==> src/rtl/input_conditioner.sv <==
`default_nettype none
// +--------------------------------------------------------------------------+
// | Module      : input_conditioner                                          |
// | Description : Board input front end. Synchronizes the slide switches,    |
// |               synchronizes and debounces four active-low push buttons,   |
// |               emits per-key press/release pulses and keeps a display     |
// |               signed/unsigned mode bit toggled by KEY[0].                |
// | Revision    : 1.0 - initial release                                      |
// +--------------------------------------------------------------------------+
module input_conditioner #(
  parameter int DEBOUNCE_CYCLES = 1000000,
  parameter int SW_WIDTH        = 10
) (
  input  logic                CLOCK_50,
  input  logic                rst,
  input  logic [3:0]          KEY,
  input  logic [SW_WIDTH-1:0] SW,
  output logic [SW_WIDTH-1:0] sw_sync,
  output logic [3:0]          key_level,
  output logic [3:0]          key_press,
  output logic [3:0]          key_release,
  output logic                signed_mode
);

  // Counter is just wide enough to hold DEBOUNCE_CYCLES-1, so it never wraps.
  localparam int CNT_W = (DEBOUNCE_CYCLES > 1) ? $clog2(DEBOUNCE_CYCLES) : 1;
  localparam logic [CNT_W-1:0] CNT_MAX = CNT_W'(DEBOUNCE_CYCLES - 1);
  localparam int NUM_KEYS = 4;

  // Per-key debounce state: IDLE_EQUAL always carries a zero count.
  typedef enum logic [0:0] {
    IDLE_EQUAL = 1'b0,
    COUNTING   = 1'b1
  } key_state_t;

  // ------------------------------------------------------------------------
  // Switch synchronizer: two flops per bit, no debounce.
  // ------------------------------------------------------------------------
  logic [SW_WIDTH-1:0] sw_meta_q;
  logic [SW_WIDTH-1:0] sw_sync_q;

  // Two-stage synchronizer for the slide switches.
  always_ff @(posedge CLOCK_50) begin
    if (rst) begin
      sw_meta_q <= '0;
      sw_sync_q <= '0;
    end else begin
      sw_meta_q <= SW;
      sw_sync_q <= sw_meta_q;
    end
  end

  assign sw_sync = sw_sync_q;

  // ------------------------------------------------------------------------
  // Key synchronizer: inverted first so the whole pipeline is 1 = pressed.
  // ------------------------------------------------------------------------
  logic [NUM_KEYS-1:0] key_meta_q;
  logic [NUM_KEYS-1:0] key_sync_q;

  // Two-stage synchronizer for the keys, converted to pressed-high.
  always_ff @(posedge CLOCK_50) begin
    if (rst) begin
      key_meta_q <= '0;
      key_sync_q <= '0;
    end else begin
      key_meta_q <= ~KEY;
      key_sync_q <= key_meta_q;
    end
  end

  // ------------------------------------------------------------------------
  // Independent debouncer per key.
  // ------------------------------------------------------------------------
  for (genvar gi = 0; gi < NUM_KEYS; gi++) begin : g_key
    key_state_t       state_q, state_d;
    logic [CNT_W-1:0] cnt_q, cnt_d;
    logic             level_q, level_d;
    logic             press_q, press_d;
    logic             release_q, release_d;
    logic             k_sync;

    assign k_sync = key_sync_q[gi];

    // Debounce state, count, accepted level and edge pulses.
    always_ff @(posedge CLOCK_50) begin
      if (rst) begin
        state_q   <= IDLE_EQUAL;
        cnt_q     <= '0;
        level_q   <= 1'b0;
        press_q   <= 1'b0;
        release_q <= 1'b0;
      end else begin
        state_q   <= state_d;
        cnt_q     <= cnt_d;
        level_q   <= level_d;
        press_q   <= press_d;
        release_q <= release_d;
      end
    end

    // Next-state: count while the synchronized input disagrees with the
    // accepted level, accept on the DEBOUNCE_CYCLES-th disagreeing edge,
    // and restart from zero whenever the input agrees again.
    always_comb begin
      state_d   = state_q;
      cnt_d     = cnt_q;
      level_d   = level_q;
      press_d   = 1'b0;
      release_d = 1'b0;
      case (state_q)
        IDLE_EQUAL: begin
          cnt_d = '0;
          if (k_sync != level_q) begin
            // DEBOUNCE_CYCLES >= 2, so the first disagreeing edge only counts.
            cnt_d   = CNT_W'(1);
            state_d = COUNTING;
          end
        end
        COUNTING: begin
          if (k_sync == level_q) begin
            cnt_d   = '0;
            state_d = IDLE_EQUAL;
          end else if (cnt_q == CNT_MAX) begin
            level_d   = k_sync;
            press_d   = k_sync;
            release_d = ~k_sync;
            cnt_d     = '0;
            state_d   = IDLE_EQUAL;
          end else begin
            cnt_d   = cnt_q + CNT_W'(1);
            state_d = COUNTING;
          end
        end
        default: begin
          cnt_d   = '0;
          state_d = IDLE_EQUAL;
        end
      endcase
    end

    assign key_level[gi]   = level_q;
    assign key_press[gi]   = press_q;
    assign key_release[gi] = release_q;
  end : g_key

  // ------------------------------------------------------------------------
  // Display mode: one toggle per debounced press of KEY[0].
  // ------------------------------------------------------------------------
  logic signed_mode_q;

  // Toggle on the edge following a KEY[0] press pulse.
  always_ff @(posedge CLOCK_50) begin
    if (rst) begin
      signed_mode_q <= 1'b0;
    end else begin
      signed_mode_q <= signed_mode_q ^ key_press[0];
    end
  end

  assign signed_mode = signed_mode_q;

endmodule
`default_nettype wire

==> config.mk <==
export PLATFORM = sky130hd
export DESIGN_NAME = input_conditioner
export DESIGN_NICKNAME = d
export VERILOG_FILES = /design/src/rtl/input_conditioner.sv
export SDC_FILE = /design/constraint.sdc
export NUM_CORES = 1
export LEC_CHECK = 0
export CAP_MARGIN = 20
export CELL_PAD_IN_SITES_DETAIL_PLACEMENT = 1
export CELL_PAD_IN_SITES_GLOBAL_PLACEMENT = 1
export CORE_UTILIZATION = 45
export DETAILED_ROUTE_END_ITERATION = 12
export GPL_TIMING_DRIVEN = 0
export HOLD_SLACK_MARGIN = 0.15
export PLACE_DENSITY_LB_ADDON = 0.1
export SETUP_SLACK_MARGIN = 0.3
export SYNTH_ARGS = -nofsm -noshare
export SYNTH_HDL_FRONTEND = slang
export SYNTH_SLANG_ARGS = --single-unit
==> constraint.sdc <==
create_clock -name CLOCK_50 -period 2.61 [get_ports CLOCK_50]
set_clock_uncertainty 0.05 [all_clocks]
set_input_delay 0.3915 -clock CLOCK_50 [delete_from_list [all_inputs] [get_ports CLOCK_50]]
set_output_delay 0.3915 -clock CLOCK_50 [all_outputs]
set_load 0.01 [all_outputs]
==> impl.org <==
** Yosys
- Distinct cells, synth :: 43
- Yosys warning count :: 0
- In this run, synthesis produced a sequential element count of about 130.
- Area contributors post-synth :: sky130_fd_sc_hd__dfxtp_1 49%, sky130_fd_sc_hd__nor2_1 5.0%, sky130_fd_sc_hd__xnor2_1 4.8%
- The number of nets in the synthesized netlist is approximately 600.
- Post-synthesis sequential area ratio :: around half
- The cell area that synthesis handed to floorplanning was about 5200 µm².
- Mean area per synthesized cell :: ~9.1 µm²
- In the synthesized netlist, the number of instances is 567.
- Yosys top cell by area :: sky130_fd_sc_hd__dfxtp_1
- Top-area cell type share of the netlist area :: between 40% and 50%

** GRT
- Largest net degree at the start of global routing :: 17
- The via count of the first global-routing pass is ~4,400.
- Initial antenna violation count :: 0
- The total overflow left after global routing is 0.
- In the global route stage, overall resource usage came out at about 22%.
- Wire length of the first global-routing pass :: 20.22 mm

** Final layout
- Number of filler instances in the final layout :: around 1,300
- Across the whole layout, storage elements account for around 2500 µm².
- The number of antenna diodes in the final layout is 0.
- Excluding fillers, the count of instances in the completed layout stands at approximately 780.
- The post-route netlist has 9.798% of its cells at a drive strength greater than 1.
- After routing the design area is roughly 6400 µm².
- At the end of the flow, the number of nets in the layout was about 650.
- Post-synthesis to final-layout area growth :: 24.90%
- Post-layout utilization of the core :: 58.62%
- Area of the multi-input gates :: between 2000 and 2500 µm²

** Worst setup path
- The largest single stage delay on the critical path is ~530 ps.
- Source of the worst register-to-register timing path :: g_key[3].cnt_q[0]
- On the critical path, the stage with the largest delay is an instance of sky130_fd_sc_hd__or4_1.
- Data on the critical path arrives at its endpoint at 2490 ps.
- Critical path required time :: ~2900 ps
- In this run the worst path has a maximum fanout of 7.
- Startpoint Class :: flop
- The worst setup path is captured at a flop.
- Worst setup startpoint :: g_key[3].cnt_q[0]
- Walking the worst path, the cells encountered are ha_1 -> nand4_1 -> or4_1 -> clkbuf_1 -> or3_1 -> a21oi_1.
- WS Path Type :: flop to flop

** Power
- In this run switching power makes up between 10% and 20% of total power.
- Dividing total power by cell area gives a power density of roughly 710 nW/µm².
- Pleak :: about 2.2 nW
- Clk pwr share :: approximately 56%
- Registers are responsible for 42.6% of the overall power.
- The internal power of the cells totals 3.721 mW.
- Part of the power in combinational logic :: 1.7%
- The analysis attributes to net switching a power of 0.8458 mW.
- VDD IR-drop max :: around 550 µV

** STA
- In the finished design, the share of the clock period the worst path needs comes to around 84%.
- Slew at the pin closest to its max-slew limit :: between 600 and 700 ps
- Derived from the worst setup path, the maximum achievable clock frequency is around 460 MHz.
- Setup repair after global routing left no endpoint under its margin.
- Remaining max-slew budget at the tightest pin :: 56.30%
- Across all setup checks in the final design, the least slack found is 413.1 ps.
- The final count of pins violating max slew is 0.
- Setup TNS :: 0 ps
- Number of failing hold endpoints at the final stage :: 0
- Setup violations remaining at the end of the flow were counted as 0.
- For the finished layout, the period the worst path requires is ~2200 ps.

** Floorplan
- Row generation in the floorplan step produced 38 rows.
- DIE AREA :: 11,890 µm²
- The initial utilization of the core area, before any placement, comes to ~47%.
- Chip width :: around 110 µm
- Chip Height :: 109.0 µm
- During I/O placement, the number of pins put on the boundary was 39.
- Core ar. :: 10,980 µm²

** Route
- Vias per cell :: roughly 5.4
- Detailed-route wire length :: ~12 mm
- The count of nets left with antenna violations once routing finished came out at 0.
- The first routing iteration left 124 violations.
- The first detailed-routing pass ran for 4 iterations.
- For this run, design rule violations remaining after detail routing come to 0.
- In the final routed layout, each cell accounts on average for 15.79 µm.
- The routed layout has between 4,000 and 5,000 vias.

** Run status
- Status :: finished clean

** Clock network
- The H-tree was split into 4 levels.
- Number of clock sinks :: about 130
- CTS tree :: yes
- CTS Buffer Depth :: 2
- CTS root buffer :: sky130_fd_sc_hd__clkbuf_16
- At the later pin of the worst-skew pair, clock insertion delay measures about 410 ps.
- Number of CTS-inserted buffers :: 17
- Clock-pin slew was measured on the worst setup and hold paths at 50 ps.
- Cts hold-fix bufs :: 0

** Place
- Worst setup slack after placement :: slightly below 300 ps
- Once placement finished, the instance area stood at roughly 5700 µm².
- During placement, the flow inserted port buffers numbering 38.
- Counting tap cells, the placed design contains a total of roughly 750 instances.
- HPWL after DPL :: a little over 8 mm
- At the end of routability-driven placement, the weighted congestion stood at between 0.7 and 0.8.

** Worst hold path
- The min-delay analysis places its worst path in the category flop to flop.
- Origin of the worst min-delay path :: sw_meta_q[2]

** Flow run
- Across the run, the number of max-cap violations was 0.
[worst max-delay path: cells and delay by family (launching register included)]
family / cells / cell delay [ps]
buffers and inverters: 1 / 190
DFF: 1 / 410
and+or+nand+nor: 3 / 1050
AOI/OAI and AO/OA: 1 / 130
adders and majority gates: 1 / 300
[layout make-up]
| type | instances | area share, % |
|---|---|---|
| Inverter | 16 | 0.9328 |
| Multi-Input combinational cell | 394 | 37.68 |
| Sequential cell | 125 | 38.87 |
| Buffer | 32 | 2.973 |
| Tap cell | 140 | 2.721 |
| Clock inverter | 5 | 1.982 |
| Clock buffer | 25 | 8.006 |
| Timing Repair Buffer | 46 | 6.840 |
[sequential cells by signal (all words and copies together), names as in the netlist]
| register | cells |
|---|---|
| g_key.cnt_q | 80 |
| g_key.level_q | 4 |
| g_key.press_q | 4 |
| g_key.release_q | 4 |
| g_key.state_q | 4 |
| key_meta_q | 4 |
| key_sync_q | 4 |
| signed_mode | 1 |
| sw_meta_q | 10 |
| sw_sync | 10 |
[routing by layer]
metal	part of all wire, %	global-route usage, %
met3	1.9	5.021
met4	1.3	8.977
met2	52	39.40
met1	45	25.70
met5	0	0
[path summary, 6_finish.rpt]
kind         slack, ps  cells after the start                 end
max reg2reg        410                      6  g_key[3].cnt_q[18]
min                380                      1          sw_sync[2]
min reg2reg        380                      1          sw_sync[2]
max                410                      6  g_key[3].cnt_q[18]
[through the flow]
step | hold slack (ps) | total power [mW]
2_1_floorplan | 363.8 | 2.014
3_3_place_gp | 365.5 | 2.059
3_5_place_dp | 375.5 | 2.064
4_1_cts | 386.6 | 4.610
5_1_grt | 403.2 | 4.697
6_report | 382.9 | 4.567
[cell families after synthesis]
logic type	after synthesis	synth area share, %
simple gates	268	28.62
flops	125	48.54
compound gates	68	7.816
xor+xnor	53	9.005
buf+inv	48	4.854
fa+ha+maj	4	0.9709
mux	1	0.1942
[synth_stat cells, drive strengths merged]
cell    count
nand4b      1
a21oi      32
a211o       1
dfxtp     125
xor2       25
clkbuf     14
or3        16
nand3b      2
or4b        2
o21ai      22
nand3      32
nand2      26
and3b       2
nor4b       2
nor2b      24
and3        9
a31oi       1
nor4bb      2
nor3        9
ha          4
a211oi      1
o31ai       7
and4        9
and2        7
nor3b       2
xnor2      28
nand4      23
a31o        1
mux2i       1
inv        16
a21o        3
buf        18
nor2       69
nand2b      6
nor4        9
or4        16
[power by group through the flow]
stage | combinational (mW) | sequential (mW) | clock, mW
CTS | 0.0797 | 1.94 | 2.58
global placement | 0.0756 | 1.98 | 0
finish | 0.0784 | 1.95 | 2.54
floorplan | 0.0295 | 1.98 | 0
detailed placement | 0.0785 | 1.99 | 0
global route | 0.0859 | 1.95 | 2.67
[cell usage in the layout (no fill, tap or decap), drive strengths merged]
| master | n |
|---|---|
| dfxtp | 125 |
| xnor2 | 28 |
| nor2 | 69 |
| a21o | 3 |
| nand4 | 23 |
| and2 | 7 |
| nand2 | 26 |
| nor3 | 9 |
| buf | 26 |
| o21ai | 22 |
| clkbuf | 39 |
| bufinv | 4 |
| a31oi | 1 |
| nor4b | 2 |
| xor2 | 25 |
| nand3b | 2 |
| nor3b | 2 |
| a211oi | 1 |
| a31o | 1 |
| mux2i | 1 |
| o31ai | 7 |
| nor2b | 24 |
| or4 | 16 |
| ha | 4 |
| nand2b | 6 |
| inv | 16 |
| and3b | 2 |
| clkinvlp | 1 |
| nor4bb | 2 |
| or3 | 16 |
| a211o | 1 |
| nor4 | 9 |
| and4 | 9 |
| nand3 | 32 |
| clkdlybuf4s50 | 38 |
| or4b | 2 |
| a21oi | 32 |
| and3 | 9 |
| nand4b | 1 |
[what timing repair did]
item	CTS	global route
gates cloned	0	0
buffers inserted	0	8
pin swaps	0	3
gates resized for setup	1	4
setup endpoints to repair	3	42
Note: power is estimated with default switching activity, not from simulation.
